### config.mk
export PLATFORM = sky130hd
export DESIGN_NAME = bram0_stream_loader_flat
export DESIGN_NICKNAME = d
export VERILOG_FILES = /design/src/rtl/bram0_stream_loader_pkg.sv /design/src/rtl/bram0_stream_loader_if.sv /design/src/rtl/bram0_stream_loader_stream_packer.sv /design/src/rtl/bram0_stream_loader.sv /design/src/flat_wrapper.sv
export SDC_FILE = /design/constraint.sdc
export NUM_CORES = 1
export LEC_CHECK = 0
export CAP_MARGIN = 10
export CORE_MARGIN = 2
export CORE_UTILIZATION = 40
export CTS_BUF_LIST = sky130_fd_sc_hd__clkbuf_8
export DETAILED_ROUTE_END_ITERATION = 6
export PLACE_DENSITY_LB_ADDON = 0.3
export RECOVER_POWER = 100
export SLEW_MARGIN = 20
export SYNTH_ARGS = -nofsm -noshare
export SYNTH_HDL_FRONTEND = slang
export SYNTH_HIERARCHICAL = 1
export SYNTH_SLANG_ARGS = --single-unit
### constraint.sdc
create_clock -name clk -period 1.8 [get_ports clk]
set_clock_uncertainty 0.05 [all_clocks]
set_input_delay 0.18 -clock clk [delete_from_list [all_inputs] [get_ports clk]]
set_output_delay 0.18 -clock clk [all_outputs]
set_load 0.005 [all_outputs]
### src/rtl/bram0_stream_loader_pkg.sv
// Shared constants for the BRAM0 stream loader and its accessor: geometry, lanes, state codes.
package bram0_stream_loader_pkg;

   localparam int unsigned DWIDTH        = 32;
   localparam int unsigned IN_DATA_WIDTH = 8;
   localparam int unsigned LANES         = DWIDTH / IN_DATA_WIDTH;
   localparam int unsigned LANE_W        = $clog2(LANES);
   localparam int unsigned AWIDTH        = 8;
   localparam int unsigned MEM_SIZE      = 256;
   localparam int unsigned CNT_BIT       = 31;

   localparam int unsigned STATE_W       = 3;

   localparam logic [STATE_W-1:0] S_IDLE = 3'd0;
   localparam logic [STATE_W-1:0] S_FILL = 3'd1;
   localparam logic [STATE_W-1:0] S_KICK = 3'd2;
   localparam logic [STATE_W-1:0] S_WAIT = 3'd3;
   localparam logic [STATE_W-1:0] S_DONE = 3'd4;

endpackage

### src/rtl/bram0_stream_loader_if.sv
// Byte-stream valid/ready handshake feeding the BRAM0 loader.
interface bram0_stream_loader_if;
   import bram0_stream_loader_pkg::*;

   logic                     s_valid_i;
   logic [IN_DATA_WIDTH-1:0] s_data_i;
   logic                     s_last_i;
   logic                     s_ready_o;

   modport master (
      output s_valid_i,
      output s_data_i,
      output s_last_i,
      input  s_ready_o
   );

   modport slave (
      input  s_valid_i,
      input  s_data_i,
      input  s_last_i,
      output s_ready_o
   );

endinterface

### src/rtl/bram0_stream_loader_stream_packer.sv
// Packs accepted stream bytes into a BRAM0 row; lane 0 takes the first byte of each row.
module bram0_stream_loader_stream_packer
   import bram0_stream_loader_pkg::*;
(
   input  logic                     clk,
   input  logic                     reset,
   input  logic                     clear,
   input  logic                     accept,
   input  logic [IN_DATA_WIDTH-1:0] data,
   input  logic                     last,
   output logic                     row_complete_c,
   output logic                     row_last_c,
   output logic [DWIDTH-1:0]        row_data_c
);

   logic [LANE_W-1:0] lane_q;
   logic [DWIDTH-1:0] pack_q;

   // Merge the incoming byte into its lane; lanes not yet filled read as zero.
   always_comb begin
      row_data_c = pack_q;
      for (int unsigned k = 0; k < LANES; k++) begin
         if (lane_q == LANE_W'(k)) begin
            row_data_c[k*IN_DATA_WIDTH +: IN_DATA_WIDTH] = data;
         end
      end
      row_complete_c = accept && ((lane_q == LANE_W'(LANES - 1)) || last);
      row_last_c     = accept && last;
   end

   // Lane counter and partial-row register; both restart once a row is handed off.
   always_ff @(posedge clk) begin
      if (reset || clear) begin
         lane_q <= '0;
         pack_q <= '0;
      end else if (accept) begin
         if (row_complete_c) begin
            lane_q <= '0;
            pack_q <= '0;
         end else begin
            lane_q <= lane_q + LANE_W'(1);
            pack_q <= row_data_c;
         end
      end
   end

endmodule

### src/rtl/bram0_stream_loader.sv
// Loads a byte stream into BRAM0 as packed rows, then kicks the accessor and waits for it.
module bram0_stream_loader
   import bram0_stream_loader_pkg::*;
(
   input  logic                 clk,
   input  logic                 reset,
   input  logic                 load_start_i,
   bram0_stream_loader_if.slave strm,
   output logic [AWIDTH-1:0]    addr_b0_o,
   output logic                 ce_b0_o,
   output logic                 we_b0_o,
   output logic [DWIDTH-1:0]    d_b0_o,
   output logic                 start_run_o,
   output logic [CNT_BIT-1:0]   run_count_o,
   input  logic                 acc_done_i,
   output logic                 idle_o,
   output logic                 busy_o,
   output logic                 done_o,
   output logic                 overflow_o
);

   localparam int unsigned      PTR_W    = AWIDTH + 1;
   localparam logic [PTR_W-1:0] LAST_ROW = PTR_W'(MEM_SIZE - 1);

   logic [STATE_W-1:0] state_q;
   logic [STATE_W-1:0] state_d;
   logic [PTR_W-1:0]   row_ptr_q;
   logic [PTR_W-1:0]   row_ptr_d;
   logic               end_pend_q;
   logic               end_pend_d;
   logic               ready_q;
   logic               ready_d;
   logic               wr_d;
   logic [AWIDTH-1:0]  addr_d;
   logic [DWIDTH-1:0]  data_d;
   logic               start_d;
   logic [CNT_BIT-1:0] run_count_d;
   logic               overflow_d;
   logic               idle_d;
   logic               busy_d;
   logic               done_d;
   logic               clear_c;
   logic               accept_c;
   logic               row_complete_c;
   logic               row_last_c;
   logic [DWIDTH-1:0]  row_data_c;

   assign accept_c       = strm.s_valid_i && ready_q;
   assign strm.s_ready_o = ready_q;

   bram0_stream_loader_stream_packer u_packer (
      .clk            (clk),
      .reset          (reset),
      .clear          (clear_c),
      .accept         (accept_c),
      .data           (strm.s_data_i),
      .last           (strm.s_last_i),
      .row_complete_c (row_complete_c),
      .row_last_c     (row_last_c),
      .row_data_c     (row_data_c)
   );

   // Next-state, row write scheduling and output decode.
   always_comb begin
      state_d     = state_q;
      row_ptr_d   = row_ptr_q;
      end_pend_d  = end_pend_q;
      ready_d     = 1'b0;
      wr_d        = 1'b0;
      addr_d      = addr_b0_o;
      data_d      = d_b0_o;
      start_d     = 1'b0;
      run_count_d = run_count_o;
      overflow_d  = overflow_o;
      clear_c     = 1'b0;

      case (state_q)
         S_IDLE: begin
            if (load_start_i) begin
               state_d     = S_FILL;
               row_ptr_d   = '0;
               end_pend_d  = 1'b0;
               run_count_d = '0;
               overflow_d  = 1'b0;
               clear_c     = 1'b1;
               ready_d     = 1'b1;
            end
         end
         S_FILL: begin
            if (end_pend_q) begin
               // Final row is being written this cycle; the pointer already counts it.
               state_d     = S_KICK;
               start_d     = 1'b1;
               run_count_d = CNT_BIT'(row_ptr_q);
               end_pend_d  = 1'b0;
            end else begin
               ready_d = 1'b1;
               if (row_complete_c) begin
                  wr_d      = 1'b1;
                  addr_d    = row_ptr_q[AWIDTH-1:0];
                  data_d    = row_data_c;
                  row_ptr_d = row_ptr_q + PTR_W'(1);
                  if (row_last_c || (row_ptr_q == LAST_ROW)) begin
                     ready_d    = 1'b0;
                     end_pend_d = 1'b1;
                     if (!row_last_c) begin
                        overflow_d = 1'b1;
                     end
                  end
               end
            end
         end
         S_KICK: begin
            state_d = S_WAIT;
         end
         S_WAIT: begin
            if (acc_done_i) begin
               state_d = S_DONE;
            end
         end
         S_DONE: begin
            state_d = S_IDLE;
         end
         default: begin
            state_d = S_IDLE;
         end
      endcase

      idle_d = (state_d == S_IDLE);
      busy_d = (state_d == S_FILL) || (state_d == S_KICK) || (state_d == S_WAIT);
      done_d = (state_d == S_DONE);
   end

   // State, pointer and registered outputs.
   always_ff @(posedge clk) begin
      if (reset) begin
         state_q     <= S_IDLE;
         row_ptr_q   <= '0;
         end_pend_q  <= 1'b0;
         ready_q     <= 1'b0;
         addr_b0_o   <= '0;
         ce_b0_o     <= 1'b0;
         we_b0_o     <= 1'b0;
         d_b0_o      <= '0;
         start_run_o <= 1'b0;
         run_count_o <= '0;
         overflow_o  <= 1'b0;
         idle_o      <= 1'b1;
         busy_o      <= 1'b0;
         done_o      <= 1'b0;
      end else begin
         state_q     <= state_d;
         row_ptr_q   <= row_ptr_d;
         end_pend_q  <= end_pend_d;
         ready_q     <= ready_d;
         addr_b0_o   <= addr_d;
         ce_b0_o     <= wr_d;
         we_b0_o     <= wr_d;
         d_b0_o      <= data_d;
         start_run_o <= start_d;
         run_count_o <= run_count_d;
         overflow_o  <= overflow_d;
         idle_o      <= idle_d;
         busy_o      <= busy_d;
         done_o      <= done_d;
      end
   end

endmodule

### src/flat_wrapper.sv
// flat-port wrapper written by rule: the top's interface ports become plain ports
module bram0_stream_loader_flat import bram0_stream_loader_pkg::*;
  (clk, reset, load_start_i, addr_b0_o, ce_b0_o, we_b0_o, d_b0_o, start_run_o, run_count_o, acc_done_i, idle_o, busy_o, done_o, overflow_o, strm_s_valid_i, strm_s_data_i, strm_s_last_i, strm_s_ready_o);
  bram0_stream_loader_if strm_i ();
  input  logic clk;
  input  logic reset;
  input  logic load_start_i;
  output logic [AWIDTH-1:0] addr_b0_o;
  output logic ce_b0_o;
  output logic we_b0_o;
  output logic [DWIDTH-1:0] d_b0_o;
  output logic start_run_o;
  output logic [CNT_BIT-1:0] run_count_o;
  input  logic acc_done_i;
  output logic idle_o;
  output logic busy_o;
  output logic done_o;
  output logic overflow_o;
  input wire logic [$bits(strm_i.s_valid_i)-1:0] strm_s_valid_i;
  input wire logic [$bits(strm_i.s_data_i)-1:0] strm_s_data_i;
  input wire logic [$bits(strm_i.s_last_i)-1:0] strm_s_last_i;
  output wire logic [$bits(strm_i.s_ready_o)-1:0] strm_s_ready_o;
  assign strm_i.s_valid_i = strm_s_valid_i;
  assign strm_i.s_data_i = strm_s_data_i;
  assign strm_i.s_last_i = strm_s_last_i;
  assign strm_s_ready_o = strm_i.s_ready_o;
  bram0_stream_loader u_core (.clk(clk), .reset(reset), .load_start_i(load_start_i), .strm(strm_i), .addr_b0_o(addr_b0_o), .ce_b0_o(ce_b0_o), .we_b0_o(we_b0_o), .d_b0_o(d_b0_o), .start_run_o(start_run_o), .run_count_o(run_count_o), .acc_done_i(acc_done_i), .idle_o(idle_o), .busy_o(busy_o), .done_o(done_o), .overflow_o(overflow_o));
endmodule
==> impl_metrics.tcl <==
set metrics [dict create \
    dieHeight_um 109 \
    hp-class "register to register" \
    via_count 3550 \
    root_buffer "clkbuf_8" \
    place.gp.congestion 0.844 \
    ys_ff_latch 103 \
    first_global_vias 3509 \
    multi_input_area_um2 2050 \
    crit_fanout 6 \
    drive_above_1_share_pct 18.2 \
    final_core_util_pct 50.8 \
    drv_slew 0 \
    firstDrtPassIters 4 \
    clkLatencyLatePin_ns 0.37 \
    fin_nets 586 \
    dieArea_um2 11900 \
    cp-end-kind "register" \
    critPathMaxStageDelay_ns 0.34 \
    cellLeakagePower_nw 2.18 \
    synth.distinct_cells 48 \
    swShare_pct 23.8 \
    place_ws_ns -0.189 \
    power_frac_clock_pct 36.9 \
    post_cts_buffers 0 \
    cp.required_ns 2.01 \
    synth_warnings 6 \
    grt_pass1_wl_mm 16.1 \
    wl_met2_mm 4.95 \
    clock_sinks 103 \
    seq_area_um2 2060 \
    final_common_cell "dfxtp_1" \
    area_growth_pct 24.2 \
    pin_count 93 \
    crit_path_start_kind "register" \
    layout_common_cells "dfxtp_1 (101), nand2_1 (96), dlygate4sd3_1 (58)" \
    dr_wl_met3_um 403 \
    netlist_area_um2 4430 \
    ant_nets 0 \
    cts_tree "yes" \
    worstSetupPathType "register to register" \
    die_x_um 109 \
    p_total_mw 4.05 \
    fin_ws_ns 0.0786 \
    rsz0062_at_grt "yes" \
    wl_met1_mm 4.41 \
    arrival_ns 1.93 \
    crit_path_top_delay_cell "dfxtp_2" \
    grt_overflow_total 0 \
    antenna_found_initial 0 \
    fmax_mhz 581 \
    fp-row-count 38 \
    grt_use_total_pct 17.2 \
    status "complete, no violations" \
    via_per_inst 4.99 \
    routedWlPerCell_um 13.9 \
    io_buffers 70 \
    syn_inst 488 \
    hold_viol_final 0 \
    core_area_um2 10800 \
    drt-total-wl_mm 9.87 \
    path_cells "ha_1, o21a_1, and3b_2, o211ai_4, buf_4, xor2_1, nor2_1" \
    layout_worst_path_cycle_share_pct 95.6 \
    combPwrFrac_pct 6.3 \
    clkTransAtPathRegs_ns 0.09 \
    antenna_cells 0 \
    grt_max_degree 39 \
    dr.first_iter.drc_count 110 \
    crit_family "compound AO/OA/AOI/OAI gates" \
    h-tree-depth 3 \
    max-vdd-ir-drop_mv 0.562 \
    finalSetupViolations 0 \
    cap_violations 0 \
    initial_core_util_pct 40.9 \
    synth_flop_cell "dfxtp_1" \
    synth_edf_count 0 \
    slew_headroom_pct 50.9 \
    cts-buffers-inserted 9 \
    p_sw_uw 964 \
    whs_ns 0.404 \
    path_buf_inv 1 \
    dp_hpwl_mm 6.95 \
    drt_drc_violations_left 0 \
    worst_pin_slew_ns 0.737 \
    avgSynthCellArea_um2 9.08 \
    yosysSeqAreaShare_pct 46.5 \
    cts_buffer_depth 2 \
    filler_cell_count 1048 \
    async_flop_share_pct 0 \
    layout_min_cycle_time_ns 1.72 \
    routed.top_layer "met4" \
    p_int_mw 3.08 \
    power_frac_seq_pct 56.8 \
    power_density_nw_per_um2 735 \
]
routing by layer:
metal | global-route usage (%) | vias up
li1 | - | 1762
met1 | 20.7 | 1704
met2 | 30.4 | 74
met3 | 4.30 | 10
met4 | 5.06 | 0
met5 | 0 | -
cell usage after synthesis, types with 3 or more instances:
master	count	area [um2]
and4_1	3	26.3
and2_1	12	75.1
a21oi_1	55	275
nand2_1	95	357
inv_1	4	15.0
clkbuf_1	11	41.3
nor3_1	3	15.0
nand3_1	5	25.0
a22oi_2	10	125
xor2_1	3	26.3
nand4_1	9	56.3
dfxtp_1	103	2060
mux2_2	32	360
buf_4	23	173
nor2_2	11	68.8
ha_1	6	75.1
a22oi_1	15	113
or3_1	4	25.0
buf_6	4	45.0
nor2_1	29	109
buf_2	16	80.1
o21ai_0	4	20.0
worst paths after layout:
check	start	end	slack (ns)	cells past startpoint
hold reg to reg	u_core/run_count_o[7]	u_core/run_count_o[7]	0.40	2
setup reg to reg	u_core/u_packer/lane_q[0]	u_core/row_ptr_q[3]	0.08	7
setup / recovery	u_core/u_packer/lane_q[0]	u_core/row_ptr_q[3]	0.08	7
hold / removal	u_core/run_count_o[7]	u_core/run_count_o[7]	0.40	2
power groups by stage:
stage,Sequential [mW],Combinational [mW],Clock [mW]
finish,2.30,0.256,1.49
CTS,2.30,0.264,1.54
floorplan,2.35,0.182,0
global route,2.30,0.280,1.62
detailed placement,2.35,0.262,0
global placement,2.35,0.258,0
final cells by class:
class | count | share of cell area (%)
clock buffers | 10 | 2.50
multi-input cells | 344 | 37.2
inverters | 6 | 0.409
repair buffers | 102 | 18.0
flip-flops and latches | 103 | 37.5
clock inverters | 6 | 1.20
well taps | 140 | 3.18
what timing repair did:
action	4_1_cts	5_1_grt
endpoints found under the setup margin	0	32
resized for setup	0	6
hold buffers	1	0
endpoints found under the hold margin	3	0
kinds of logic after synthesis:
family	Yosys count	share of synthesized area, %
AOI/OAI and AO/OA	94	14.1
xor gates and xnor gates	4	0.790
adders and majority gates	6	1.69
buffers and inverters	62	8.55
DFF	103	46.5
muxes	34	8.58
other	1	0.0846
and+or+nand+nor	184	19.6
worst reg2reg max path, cell delays in order (launching register included):
cell	delay, ns
dfxtp_2	0.34
ha_1	0.22
o21a_1	0.20
and3b_2	0.27
o211ai_4	0.20
buf_4	0.14
xor2_1	0.14
nor2_1	0.06
metrics by stage:
stage                     instance area, um2  instances  TNS (ns)
final                                   5510        711         0
after global routing                    5510        711  -0.00240
after CTS                               5540        711         0
after detailed placement                5320        694     -5.32
after global placement                  5320        694     -4.45
after floorplan                         4510        509         0
flip-flops by register name, summed over array words and instances (netlist names), 2 cells and up:
signal and cells:
u_core/state_q 3, u_core/u_packer/pack_q 32, u_core/row_ptr_q 9, u_core/addr_b0_o 8, u_core/u_packer/lane_q 2, u_core/d_b0_o 32
u_core/run_count_o 9
(Power assumes the default switching activity.)
